$ cat src/rtl/midi_tx.sv
// MIDI OUT serialiser: sends a latched 1-3 byte MIDI message as 8N1 frames, LSB first.
// Message length comes from the status byte; non-status bytes are accepted and dropped.
module midi_tx #(
  parameter int CLK_DIV = 1600
) (
  input  logic        CLK,
  input  logic        RST_N,
  input  logic [23:0] MIDI_MSG,
  input  logic        MIDI_MSG_VALID,
  output logic        MIDI_MSG_READY,
  output logic        MIDI_OUT,
  output logic        MIDI_TX_DONE
);

  // Handshake: a message is taken on the posedge where MIDI_MSG_VALID and
  // MIDI_MSG_READY are both 1; VALID while READY is 0 is ignored and not queued.
  localparam int DW = $clog2(CLK_DIV);

  typedef enum logic [2:0] {
    S_IDLE,
    S_SKIP,
    S_START,
    S_DATA,
    S_STOP
  } state_t;

  state_t      state_q, state_d;
  logic [DW-1:0] div_q, div_d;
  logic [2:0]  bit_q, bit_d;
  logic [1:0]  byte_q, byte_d;
  logic [1:0]  last_q, last_d;
  logic [23:0] msg_q, msg_d;
  logic        out_q, out_d;
  logic        ready_q, ready_d;
  logic        done_q, done_d;
  logic        bit_end;
  logic [7:0]  cur_byte;

  assign bit_end = (div_q == DW'(CLK_DIV - 1));

  always_comb begin
    case (byte_q)
      2'd0:    cur_byte = msg_q[23:16];
      2'd1:    cur_byte = msg_q[15:8];
      default: cur_byte = msg_q[7:0];
    endcase
  end

  always_comb begin
    state_d = state_q;
    div_d   = div_q;
    bit_d   = bit_q;
    byte_d  = byte_q;
    last_d  = last_q;
    msg_d   = msg_q;
    done_d  = 1'b0;
    if (state_q != S_IDLE && state_q != S_SKIP) begin
      div_d = bit_end ? '0 : div_q + DW'(1);
    end
    case (state_q)
      S_IDLE: begin
        if (MIDI_MSG_VALID && ready_q) begin
          msg_d  = MIDI_MSG;
          div_d  = '0;
          bit_d  = 3'd0;
          byte_d = 2'd0;
          // last_d is the index of the final byte to send
          case (MIDI_MSG[23:20])
            4'hC, 4'hD: last_d = 2'd1;
            4'hF:       last_d = 2'd0;
            default:    last_d = 2'd2;
          endcase
          state_d = MIDI_MSG[23] ? S_START : S_SKIP;
        end
      end
      S_SKIP: begin
        state_d = S_IDLE;
        done_d  = 1'b1;
      end
      S_START: begin
        if (bit_end) state_d = S_DATA;
      end
      S_DATA: begin
        if (bit_end) begin
          bit_d = bit_q + 3'd1;
          if (bit_q == 3'd7) state_d = S_STOP;
        end
      end
      S_STOP: begin
        if (bit_end) begin
          if (byte_q == last_q) begin
            state_d = S_IDLE;
            done_d  = 1'b1;
          end else begin
            byte_d  = byte_q + 2'd1;
            state_d = S_START;
          end
        end
      end
      default: state_d = S_IDLE;
    endcase
  end

  // Line level follows the current state one cycle later, from a flop.
  always_comb begin
    case (state_q)
      S_START: out_d = 1'b0;
      S_DATA:  out_d = cur_byte[bit_q];
      default: out_d = 1'b1;
    endcase
    ready_d = (state_d == S_IDLE);
  end

  always_ff @(posedge CLK or negedge RST_N) begin
    if (!RST_N) begin
      state_q <= S_IDLE;
      div_q   <= '0;
      bit_q   <= 3'd0;
      byte_q  <= 2'd0;
      last_q  <= 2'd0;
      msg_q   <= 24'd0;
      out_q   <= 1'b1;
      ready_q <= 1'b1;
      done_q  <= 1'b0;
    end else begin
      state_q <= state_d;
      div_q   <= div_d;
      bit_q   <= bit_d;
      byte_q  <= byte_d;
      last_q  <= last_d;
      msg_q   <= msg_d;
      out_q   <= out_d;
      ready_q <= ready_d;
      done_q  <= done_d;
    end
  end

  assign MIDI_OUT       = out_q;
  assign MIDI_MSG_READY = ready_q;
  assign MIDI_TX_DONE   = done_q;

endmodule

$ cat config.mk
export PLATFORM = sky130hd
export DESIGN_NAME = midi_tx
export DESIGN_NICKNAME = d
export VERILOG_FILES = /design/src/rtl/midi_tx.sv
export SDC_FILE = /design/constraint.sdc
export NUM_CORES = 1
export LEC_CHECK = 0
export ABC_CLOCK_PERIOD_IN_PS = 2400
export CORE_UTILIZATION = 54
export CTS_CLUSTER_SIZE = 24
export DETAILED_ROUTE_END_ITERATION = 7
export GPL_TIMING_DRIVEN = 1
export HOLD_SLACK_MARGIN = 0.15
export PLACE_DENSITY = 0.88
export SLEW_MARGIN = 30
export SYNTH_ARGS = -nofsm -noshare
export SYNTH_HDL_FRONTEND = slang
export SYNTH_SLANG_ARGS = --single-unit
$ cat constraint.sdc
create_clock -name CLK -period 2.4 [get_ports CLK]
set_clock_uncertainty 0.15 [all_clocks]
set_input_delay 0.48 -clock CLK [delete_from_list [all_inputs] [get_ports CLK]]
set_output_delay 0.48 -clock CLK [all_outputs]
set_load 0.02 [all_outputs]
-- After elaboration in Yosys (flattened, before gate mapping)
Cells that the tools add are included.
- equality and inequality tests: 16
- muxes and demuxes: 27
- add/subtract/negate cells: 3
- reductions and logical operators: 12
- order comparisons: 1
- operators by type and width (kind ; number):
    two-way mux 11 bit ; 4
    two-way mux 3 bit ; 7
    case mux 8 bit (2 select lines) ; 1
    == test 4 bit (second input constant) ; 3
    case mux 3 bit (4 select lines) ; 1
    adder 11 x 1 -> 11 bit (second input constant) ; 1
    == test 11 bit (second input constant) ; 1
    two-way mux 2 bit ; 5
    inequality test 2 bit (second input constant) ; 4
    case mux 2 bit (2 select lines) ; 2
    == test 3 x 2 -> 1 bit (second input constant) ; 2
    == test 3 bit (second input constant) ; 2
    zero test 3 bit ; 2
    case mux 3 bit (2 select lines) ; 1
    less-than comparator 3 x 4 -> 1 bit (second input constant) ; 1
    case mux 1 bit (2 select lines) ; 2
    AND reduction 4 bit ; 1
    nonzero test 2 bit ; 2
    adder 3 x 1 -> 3 bit (second input constant) ; 1
    binary-select mux 1 bit (select 3 bit) ; 1
    == test 3 x 1 -> 1 bit (second input constant) ; 1
    two-way mux 1 bit ; 3
    inequality test 3 x 1 -> 1 bit (second input constant) ; 1
    AND reduction 3 bit ; 1
    other kinds (8) ; 9
- output and inout port bits: 3
- input port bits: 27
- logic and storage cells: 68
- flip-flop bits (word level): 48

-- Depth between registers and ports, before layout
Gate-level depths: netlist of the first run.
- word-level depth: 5
- gate-level depth with buffers: 8
- gate-level depth less buffers: 7

-- Least setup slack after synthesis of the first run
No wires, ideal clock.
- path type: register to register
- from: register byte_q[0]
- to: register out_q (netlist: MIDI_OUT)
- library setup time: 0.111 ns
- path slack: 0.447 ns
- period minus slack after synthesis: 1.953 ns
- stages on the path, launching flop included: 9
- data required time: 2.139 ns
- buffers on the path: 1
- arrival: 1.692 ns
- path through: dfrtp_1 > inv_1 > ha_1 > clkbuf_1 > nor2_1 > a211oi_1 > a311oi_1 > a21oi_1 > o311ai_0
- cells in the longest elaborated chain, start to end: 5
- elaborated cells on any way between the ends: 6
- classes of those cells: 1 x eq/ne; 4 x mux; 1 x reduce/logical
- RTL lines (item ; RTL line ; source):
    start, declared ; 30 ; logic [1:0] byte_q, byte_d;
    start signal, assigned ; 129 ; byte_q <= byte_d;
    == test 2 x 1 -> 1 bit or zero test 2 bit (tied branches) ; 42 ; case (byte_q)
    case mux 8 bit (2 select lines) * ; 42 ;
    binary-select mux 1 bit (select 3 bit) * ; 108 ; S_DATA: out_d = cur_byte[bit_q];
    two-way mux 1 bit (implied by the code) * ; 108 ;
    case mux 1 bit (2 select lines) * ; 106 ; case (state_q)
    named net out_d ; 33 ; logic out_q, out_d;
    end signal, assigned ; 132 ; out_q <= out_d;
    end, declared ; 33 ;
The timed path passes the listed nets; every way through them passes the cells marked *. The select of a mux whose other input is x is not followed.
A chain may end at the register's enable or synchronous reset.

-- Worst setup path after layout of the first run
Same ends and word-level chain as after synthesis.

==> impl_metrics.tcl, run 1 <==
set metrics [dict create \
    slowest_delay_ps 420 \
    crit_required_ps 2440 \
    hp-class "flip-flop to flip-flop" \
    critPathLaunchType "flip-flop" \
    routed_wl_um 4616 \
    yosysMostFrequentCell "nand2_1" \
    die_w_um 67.58 \
    rr_endpoint "MIDI_OUT$_DFF_PN1_" \
    clkLatencyLatePin_ps 300 \
    worst-path-stages 7 \
    drtIter0Drc 137 \
    clk_path_buf_depth 2 \
    met3_usage_pct 5.405 \
    drc 0 \
    r2r_start "byte_q[0]$_DFFE_PN0P_" \
    finalCritPeriodShare_pct 90.40 \
    yosysWarningCount 0 \
    synth_edf_count 0 \
    finalHoldViolations 0 \
    syn-cell-area_um2 2322 \
    ys_seq_elements 48 \
    gp_congestion 0.8040 \
    busiest_layer "met2" \
    cts_root_buf "clkbuf_8" \
    drv_cap 0 \
    grt_setup_unrepaired "no" \
    dpl_cell_area_um2 2646 \
    antenna_found_initial 0 \
    path_buf_inv 1 \
    cp_max_fo 9 \
    overflow 0 \
    io_buffers 29 \
    grt_usage_pct 22.45 \
    p_total_uw 2717 \
    critPathLaunch "byte_q[0]$_DFFE_PN0P_" \
    areaGrowthSynthToFinish_pct 18.37 \
    reg2reg_depth 7 \
    slowest_stage "dfrtp_1" \
    met2_usage_pct 33.42 \
    fin_setup_tns_ps 0 \
    peakVddDrop_uv 458.0 \
    grt_max_degree 49 \
    grt_pass1_vias 1634 \
    tightest_slew_ps 583.9 \
    grtUsageMet1_pct 32.50 \
    cts_num_sinks 48 \
    synth.area.top_cells "dfrtp_1, nand2_1, nor2_1" \
    syn_nets 291 \
    relSlewSlack_pct 61.07 \
    dieArea_um2 4566 \
    grt_pass1_wl_um 7555 \
    cts_buffers 5 \
    cts_tree "built" \
    r2r_slack_ps 230 \
    die-height_um 67.58 \
    ys.flop_type "dfrtp_1" \
    start_util_pct 57.23 \
    run_status "finished clean" \
    routedWlPerCell_um 13.66 \
    post-cts-setup-buffers 0 \
    synth_cells 259 \
    clkTransAtPathRegs_ps 90 \
    setup.worst_path.end "MIDI_OUT$_DFF_PN1_" \
    core_region_area_um2 4058 \
    path_delay_family "compound AO/OA/AOI/OAI gates" \
    synth_common_cells "nand2_1, dfrtp_1, nor2_1, clkbuf_1" \
    ys_seq_area_share_pct 51.83 \
    ys_types 42 \
    path_cells "inv_1 > ha_1 > nor2_1 > a211oi_1 > a311oi_1 > a21oi_1 > o311ai_0" \
    synth_area_per_cell_um2 8.966 \
    io_pins 30 \
    n_antenna_cell 0 \
    setup_viol 0 \
    leakagePower_uw 0.001291 \
    fp-row-count 23 \
    cp.arrival_ps 2210 \
    htreeDepth 2 \
    first_pass_iters 4 \
    synth_top_area_cell "dfrtp_1" \
    fin_hold_ws_ps 333.4 \
    critPathKind "flip-flop to flip-flop" \
    synth_top_area_share_pct 49.57 \
    endpoint_kind "flip-flop" \
    power.density_nw_per_um2 988.4 \
    period_needed_ps 2170 \
    slew_violations 0 \
    stdcell_area_um2 2749 \
    num_vias 1863 \
    nNetsFinal 319 \
    clock.fmax_ghz 0.4609 \
    hpwlAfterDp_um 3237 \
    avgViaCountPerCell 5.512 \
    final_antenna_net_count 0 \
    synthArstFlopShare_pct 100.0 \
    drive_gt1_share_pct 6.597 \
]
==> kinds of logic after synthesis <==
family / synth area share [%]
muxes: 0.8621
DFF: 51.83
adders and majority gates: 2.694
AOI/OAI and AO/OA: 11.96
xor gates and xnor gates: 4.149
and+or+nand+nor: 25.05
buffers and inverters: 3.448
==> sequential cells by signal, indices dropped and copies added, names as in the netlist <==
| name | cells |
|---|---|
| MIDI_MSG_READY | 1 |
| MIDI_OUT | 1 |
| MIDI_TX_DONE | 1 |
| bit_q | 3 |
| byte_q | 2 |
| div_q | 11 |
| last_q | 2 |
| msg_q | 24 |
| state_q | 3 |
==> stage by stage <==
step	util [%]	setup WS [ps]	cells
final	67.75	230.3	338
after global routing	67.75	31.42	338
after CTS	67.75	212.7	338
after detailed placement	65.22	241.1	329
after global placement	65.22	295.6	329
after floorplan	-	446.6	259
==> metal layers <==
| layer | part of all wire [%] | vias up |
|---|---|---|
| met4 | 1.4 | 0 |
| li1 | - | 930 |
| met5 | 0 | - |
| met1 | 48 | 879 |
| met3 | 4.5 | 9 |
| met2 | 46 | 45 |
==> tightest hold or removal path: stages, from the launching register on <==
cell     delay [ps]
dfrtp_1         350
nand2_1          50
nand2_1          60
==> where the power goes <==
| group | switching, µW | internal [µW] | leakage, µW | total (µW) |
|---|---|---|---|---|
| sequential | 241 | 1130 | 0.000613 | 1370 |
| combinational | 467 | 392 | 0.000626 | 859 |
| clock | 255 | 230 | 0.0000510 | 485 |
==> final cells by class <==
cell class              count  area, µm²
fillers                   320       1309
flip-flops and latches     48       1204
multi-input cells         192       1039
repair buffers             35      332.8
clock buffers               6      82.58
well taps                  50      62.56
inverters                   5      18.77
clock inverters             2      10.01
==> cells in the final DEF (no fill, tap or decap), drive strengths merged, types with 2 or more instances in the layout <==
cell type and instances:
a211oi 4, and3 3, dfstp 2, o21ai 8
clkinv 2, a22o 2, nand3b 3, clkdlybuf4s50 28
nor2 17, xor2 7, a22oi 5, ha 5
and4 2, a31oi 2, xnor2 4, dfrtp 46
or2 2, o2bb2ai 2, nand2 91, a21oi 7
buf 6, clkbuf 6, nand3 7, inv 5
mux2i 2, nand4 4, o22ai 2
==> worst min path at each step <==
stage | startpoint | end | slack, ps | depth (start not counted)
after floorplan | RST_N | MIDI_TX_DONE$_DFF_PN0_ | 30 | 0
after global placement | msg_q[10]$_DFFE_PN0P_ | msg_q[10]$_DFFE_PN0P_ | 310 | 2
after detailed placement | msg_q[10]$_DFFE_PN0P_ | msg_q[10]$_DFFE_PN0P_ | 320 | 2
after CTS | msg_q[10]$_DFFE_PN0P_ | msg_q[10]$_DFFE_PN0P_ | 330 | 2
after global routing | msg_q[5]$_DFFE_PN0P_ | msg_q[5]$_DFFE_PN0P_ | 360 | 2
final | msg_q[10]$_DFFE_PN0P_ | msg_q[10]$_DFFE_PN0P_ | 330 | 2
==> what timing repair did <==
item | in CTS | in global routing
hold buffers | 1 | 0
setup endpoints to repair | 0 | 0
endpoints found under the hold margin | 46 | 0
resized for setup | 0 | 0
(Power assumes the default switching activity.)
==> run 2, diff against run 1 <==
--- a/config.mk
+++ b/config.mk
@@ -5,13 +5,13 @@
 export SDC_FILE = /design/constraint.sdc
 export NUM_CORES = 1
 export LEC_CHECK = 0
-export ABC_CLOCK_PERIOD_IN_PS = 2400
-export CORE_UTILIZATION = 54
+export ABC_CLOCK_PERIOD_IN_PS = 2100
+export CORE_UTILIZATION = 50
 export CTS_CLUSTER_SIZE = 24
 export DETAILED_ROUTE_END_ITERATION = 7
 export GPL_TIMING_DRIVEN = 1
 export HOLD_SLACK_MARGIN = 0.15
-export PLACE_DENSITY = 0.88
+export PLACE_DENSITY = 0.83
 export SLEW_MARGIN = 30
 export SYNTH_ARGS = -nofsm -noshare
 export SYNTH_HDL_FRONTEND = slang
==> constraint.sdc (replaced) <==
create_clock -name CLK -period 2.1 [get_ports CLK]
set_clock_uncertainty 0.15 [all_clocks]
set_input_delay 0.42 -clock CLK [delete_from_list [all_inputs] [get_ports CLK]]
set_output_delay 0.42 -clock CLK [all_outputs]
set_load 0.02 [all_outputs]
==> impl_metrics.tcl, run 2 (same netlist as run 1, synthesis figures left out) <==
set metrics [dict create \
    run_status "finished clean" \
    gp_congestion 0.8000 \
    met2_usage_pct 32.37 \
    drtIter0Drc 180 \
    path_buf_inv 1 \
    io_pins 30 \
    hpwlAfterDp_um 3379 \
    drive_gt1_share_pct 9.556 \
    worstHoldEndpoint "msg_q[23]$_DFFE_PN0P_" \
    hp-start "msg_q[23]$_DFFE_PN0P_" \
    clock.fmax_ghz 0.4982 \
    cts_root_buf "clkbuf_8" \
    grt_setup_unrepaired "no" \
    core_region_area_um2 4414 \
    peakVddDrop_uv 552.0 \
    finalCritPeriodShare_pct 95.58 \
    met3_usage_pct 5.772 \
    stdcell_area_um2 2830 \
    regArea_um2 1204 \
    worst-path-stages 1 \
    n_fill_cell 363 \
    cts_buffers 5 \
    routed_wl_um 4772 \
    critPathLaunchType "flip-flop" \
    final_common_cell "nand2_1" \
    n_antenna_cell 0 \
    clk_path_buf_depth 2 \
    clkTransAtPathRegs_ps 90 \
    top_register "msg_q" \
    crit_required_ps 1530 \
    power.density_nw_per_um2 1135 \
    tightest_slew_ps 587.1 \
    io_buffers 29 \
    leakagePower_uw 0.001319 \
    antenna_found_initial 0 \
    busiest_layer "met2" \
    r2r_start "byte_q[0]$_DFFE_PN0P_" \
    cts_num_sinks 48 \
    r2r_slack_ps 140 \
    critPathKind "flip-flop to primary output" \
    slew_violations 0 \
    start_util_pct 52.61 \
    reg_top3 "msg_q: 24 flops, div_q: 11 flops" \
    final_cell_mix "nand2_1, dfrtp_1, clkdlybuf4s50_1" \
    cp_max_fo 3 \
    clkLatencyLatePin_ps 300 \
    dieArea_um2 4921 \
    grt_usage_pct 20.82 \
    path_cells "clkdlybuf4s50_1" \
    num_vias 1898 \
    avgViaCountPerCell 5.501 \
    slowest_stage "clkdlybuf4s50_1" \
    rr_endpoint "MIDI_OUT$_DFF_PN1_" \
    htreeDepth 2 \
    largest_register_ffs 24 \
    routedWlPerCell_um 13.83 \
    nNetsFinal 324 \
    grtUsageMet1_pct 27.84 \
    endpoint_kind "primary output" \
    setup_viol 0 \
    slowest_delay_ps 590 \
    fp-row-count 24 \
    areaGrowthSynthToFinish_pct 21.87 \
    die_w_um 70.15 \
    final_antenna_net_count 0 \
    fin_setup_tns_ps 0 \
    grt_pass1_wl_um 8079 \
    multi_input_area_um2 1061 \
    die-height_um 70.15 \
    grt_max_degree 49 \
    drc 0 \
    hp-class "flip-flop to flip-flop" \
    grt_pass1_vias 1867 \
    overflow 0 \
    dpl_cell_area_um2 2671 \
    period_needed_ps 2007 \
    cts_tree "built" \
    reg2reg_depth 8 \
    relSlewSlack_pct 60.86 \
    finalHoldViolations 0 \
    hold_depth 2 \
    first_pass_iters 4 \
    cp.arrival_ps 1440 \
    drv_cap 0 \
    path_delay_family "buffers and inverters" \
]
-- run 2: cell count changes in the layout (fill, tap and decap cells not counted), sizes merged --
cell / previous run / this run
buf: 6 / 11
bufinv: 0 / 1
clkbuf: 6 / 5
clkinv: 2 / 1
clkinvlp: 0 / 1
-- run 2: how the worst max path moves through the flow --
stage / endpoint / slack (ps) / from
after global placement: MIDI_OUT$_DFF_PN1_ / 40 / byte_q[0]$_DFFE_PN0P_
after floorplan: MIDI_OUT$_DFF_PN1_ / 150 / byte_q[0]$_DFFE_PN0P_
final: MIDI_MSG_READY / 90 / MIDI_MSG_READY$_DFF_PN1_
after global routing: MIDI_OUT$_DFF_PN1_ / 10 / byte_q[0]$_DFFE_PN0P_
after CTS: MIDI_OUT$_DFF_PN1_ / 30 / byte_q[0]$_DFFE_PN0P_
after detailed placement: MIDI_OUT$_DFF_PN1_ / 5 / byte_q[0]$_DFFE_PN0P_
-- run 2: cell type report --
type / count / area share, %
multi-input cells: 192 / 37.49
well taps: 52 / 2.299
flip-flops and latches: 48 / 42.53
repair buffers: 40 / 13.09
clock inverters: 3 / 1.503
clock buffers: 5 / 2.431
inverters: 5 / 0.6631
-- run 2: metrics by stage --
| step | instances | worst slack, ps | utilization (%) | hold slack, ps | power, µW |
|---|---|---|---|---|---|
| floorplan | 259 | 146.6 | - | -25.59 | 2223 |
| global placement | 334 | 44.30 | 60.52 | 308.7 | 2505 |
| detailed placement | 334 | 5.122 | 60.52 | 314.5 | 2563 |
| CTS | 343 | 30.25 | 63.32 | 342.0 | 3223 |
| global route | 345 | 9.857 | 64.12 | 360.9 | 3435 |
| finish | 345 | 92.82 | 64.12 | 338.4 | 3213 |
-- run 2: where the power goes --
| group | leakage, µW | switching (µW) | total, µW | internal, µW |
|---|---|---|---|---|
| Clock | 0.0000541 | 304 | 656 | 352 |
| Combinational | 0.000652 | 534 | 982 | 448 |
| Sequential | 0.000613 | 282 | 1580 | 1290 |
| Total | 0.00132 | 1120 | 3210 | 2090 |
-- run 2: per-layer routing --
layer	routed length (µm)	part of all wire (%)
met3	240	5.0
met4	155	3.2
met2	2232	47
met1	2144	45
met5	0	0
-- run 2: timing repair --
item                       in CTS  in global routing
hold endpoints to repair       46                  0
buffers inserted                0                  2
gates resized for setup         1                  5
setup endpoints to repair       1                  1
hold buffers                    1                  0
==> run 3, diff against run 2 <==
--- a/config.mk
+++ b/config.mk
@@ -6,12 +6,12 @@
 export NUM_CORES = 1
 export LEC_CHECK = 0
 export ABC_CLOCK_PERIOD_IN_PS = 2100
-export CORE_UTILIZATION = 50
+export CORE_UTILIZATION = 54
 export CTS_CLUSTER_SIZE = 24
 export DETAILED_ROUTE_END_ITERATION = 7
 export GPL_TIMING_DRIVEN = 1
 export HOLD_SLACK_MARGIN = 0.15
-export PLACE_DENSITY = 0.83
+export PLACE_DENSITY = 0.88
 export SLEW_MARGIN = 30
 export SYNTH_ARGS = -nofsm -noshare
 export SYNTH_HDL_FRONTEND = slang
==> impl_metrics.tcl, run 3 (same netlist as run 1, synthesis figures left out) <==
set metrics [dict create \
    run_status "finished clean" \
    crit_required_ps 1530 \
    leakagePower_uw 0.001304 \
    drv_cap 0 \
    hpwlAfterDp_um 3400 \
    cts_root_buf "clkbuf_8" \
    r2r_slack_ps 80 \
    relSlewSlack_pct 64.67 \
    critPathLaunch "MIDI_MSG_READY$_DFF_PN1_" \
    clkTransAtPathRegs_ps 90 \
    power.density_nw_per_um2 1122 \
    overflow 0 \
    routedWlPerCell_um 13.59 \
    endpoint_kind "primary output" \
    critPathLaunchType "flip-flop" \
    n_antenna_cell 0 \
    slowest_stage "clkdlybuf4s50_1" \
    grt_max_degree 27 \
    start_util_pct 57.23 \
    die_w_um 67.58 \
    num_vias 1849 \
    hp-class "flip-flop to flip-flop" \
    reg_top3 "msg_q: 24 flops, div_q: 11 flops" \
    core_region_area_um2 4058 \
    critPathKind "flip-flop to primary output" \
    path_cells "clkdlybuf4s50_1" \
    drtIter0Drc 140 \
    clock.fmax_ghz 0.4944 \
    cp.arrival_ps 1450 \
    dpl_cell_area_um2 2686 \
    stdcell_area_um2 2801 \
    path_delay_family "buffers and inverters" \
    clk_path_buf_depth 2 \
    io_buffers 29 \
    peakVddDrop_uv 524.7 \
    grt_usage_pct 23.85 \
    drive_gt1_share_pct 8.276 \
    final_common_cell "nand2_1" \
    nNetsFinal 321 \
    routed_wl_um 4619 \
    post-route-util_pct 69.04 \
    path_buf_inv 1 \
    finalCritPeriodShare_pct 96.31 \
    post-cts-setup-buffers 0 \
    pre_cts_ws_ps 25.93 \
    grt_pass1_wl_um 8004 \
    hp-start "msg_q[23]$_DFFE_PN0P_" \
    areaGrowthSynthToFinish_pct 20.64 \
    io_pins 30 \
    first_pass_iters 4 \
    cts_num_sinks 48 \
    tightest_slew_ps 530.0 \
    finalHoldViolations 0 \
    fp-row-count 23 \
    antenna_found_initial 0 \
    top_register "msg_q" \
    slowest_delay_ps 600 \
    avgViaCountPerCell 5.438 \
    n_fill_cell 304 \
    gp_congestion 0.8384 \
    period_needed_ps 2022 \
    final_cell_mix "nand2_1, dfrtp_1, clkdlybuf4s50_1" \
    htreeDepth 2 \
    cts_tree "built" \
    final_antenna_net_count 0 \
    r2r_start "byte_q[0]$_DFFE_PN0P_" \
    drc 0 \
    clkLatencyLatePin_ps 310 \
    timing.final.ws_setup_ps 77.53 \
    fin_hold_ws_ps 332.7 \
    slew_violations 0 \
    die-height_um 67.58 \
    setup_viol 0 \
    grt_pass1_vias 1733 \
    cts_buffers 5 \
    largest_register_ffs 24 \
    dieArea_um2 4566 \
    cp_max_fo 3 \
]
==> run 3: worst paths after layout <==
check                                              to  cells past startpoint
worst min register to register  msg_q[23]$_DFFE_PN0P_                      2
worst max register to register     MIDI_OUT$_DFF_PN1_                      8
worst min-delay path            msg_q[23]$_DFFE_PN0P_                      2
min in group asynchronous          div_q[3]$_DFF_PN0_                      2
worst max-delay path                   MIDI_MSG_READY                      1
max in group asynchronous          div_q[7]$_DFF_PN0_                      3
==> run 3: what timing repair did <==
item / in CTS / in global routing
endpoints found under the hold margin: 20 / 0
hold buffers: 1 / 0
resized for setup: 0 / 4
setup endpoints to repair: 0 / 1
==> run 3: final cells by class <==
cell class | instances | area, µm² | share of cell area (%)
clock inverter | 2 | 10.01 | 0.3573
sequential | 48 | 1204 | 42.97
tap | 50 | 62.56 | 2.233
timing repair buffer | 37 | 372.9 | 13.31
clock buffer | 6 | 82.58 | 2.948
multi-input combinational | 192 | 1051 | 37.52
inverter | 5 | 18.77 | 0.6699
==> run 3: per-stage QoR <==
step | setup TNS (ps) | total power [µW] | std cells
finish | 0 | 3142 | 340
global route | -5.915 | 3391 | 340
CTS | 0 | 3164 | 340
detailed placement | 0 | 2593 | 331
global placement | 0 | 2540 | 331
floorplan | 0 | 2223 | 259
==> run 3: per-layer routing <==
layer,wire length [µm],vias to the layer above,global-route usage (%)
li1,-,930,-
met5,0,-,0
met2,2047,35,33.66
met4,103,0,11.97
met3,185,11,6.588
met1,2282,873,33.23
==> run 3: where the power goes <==
part / switching (µW) / internal, µW / leakage (µW)
Sequential: 289 / 1290 / 0.000613
Combinational: 530 / 469 / 0.000640
Clock: 297 / 263 / 0.0000510
Total: 1120 / 2030 / 0.00130
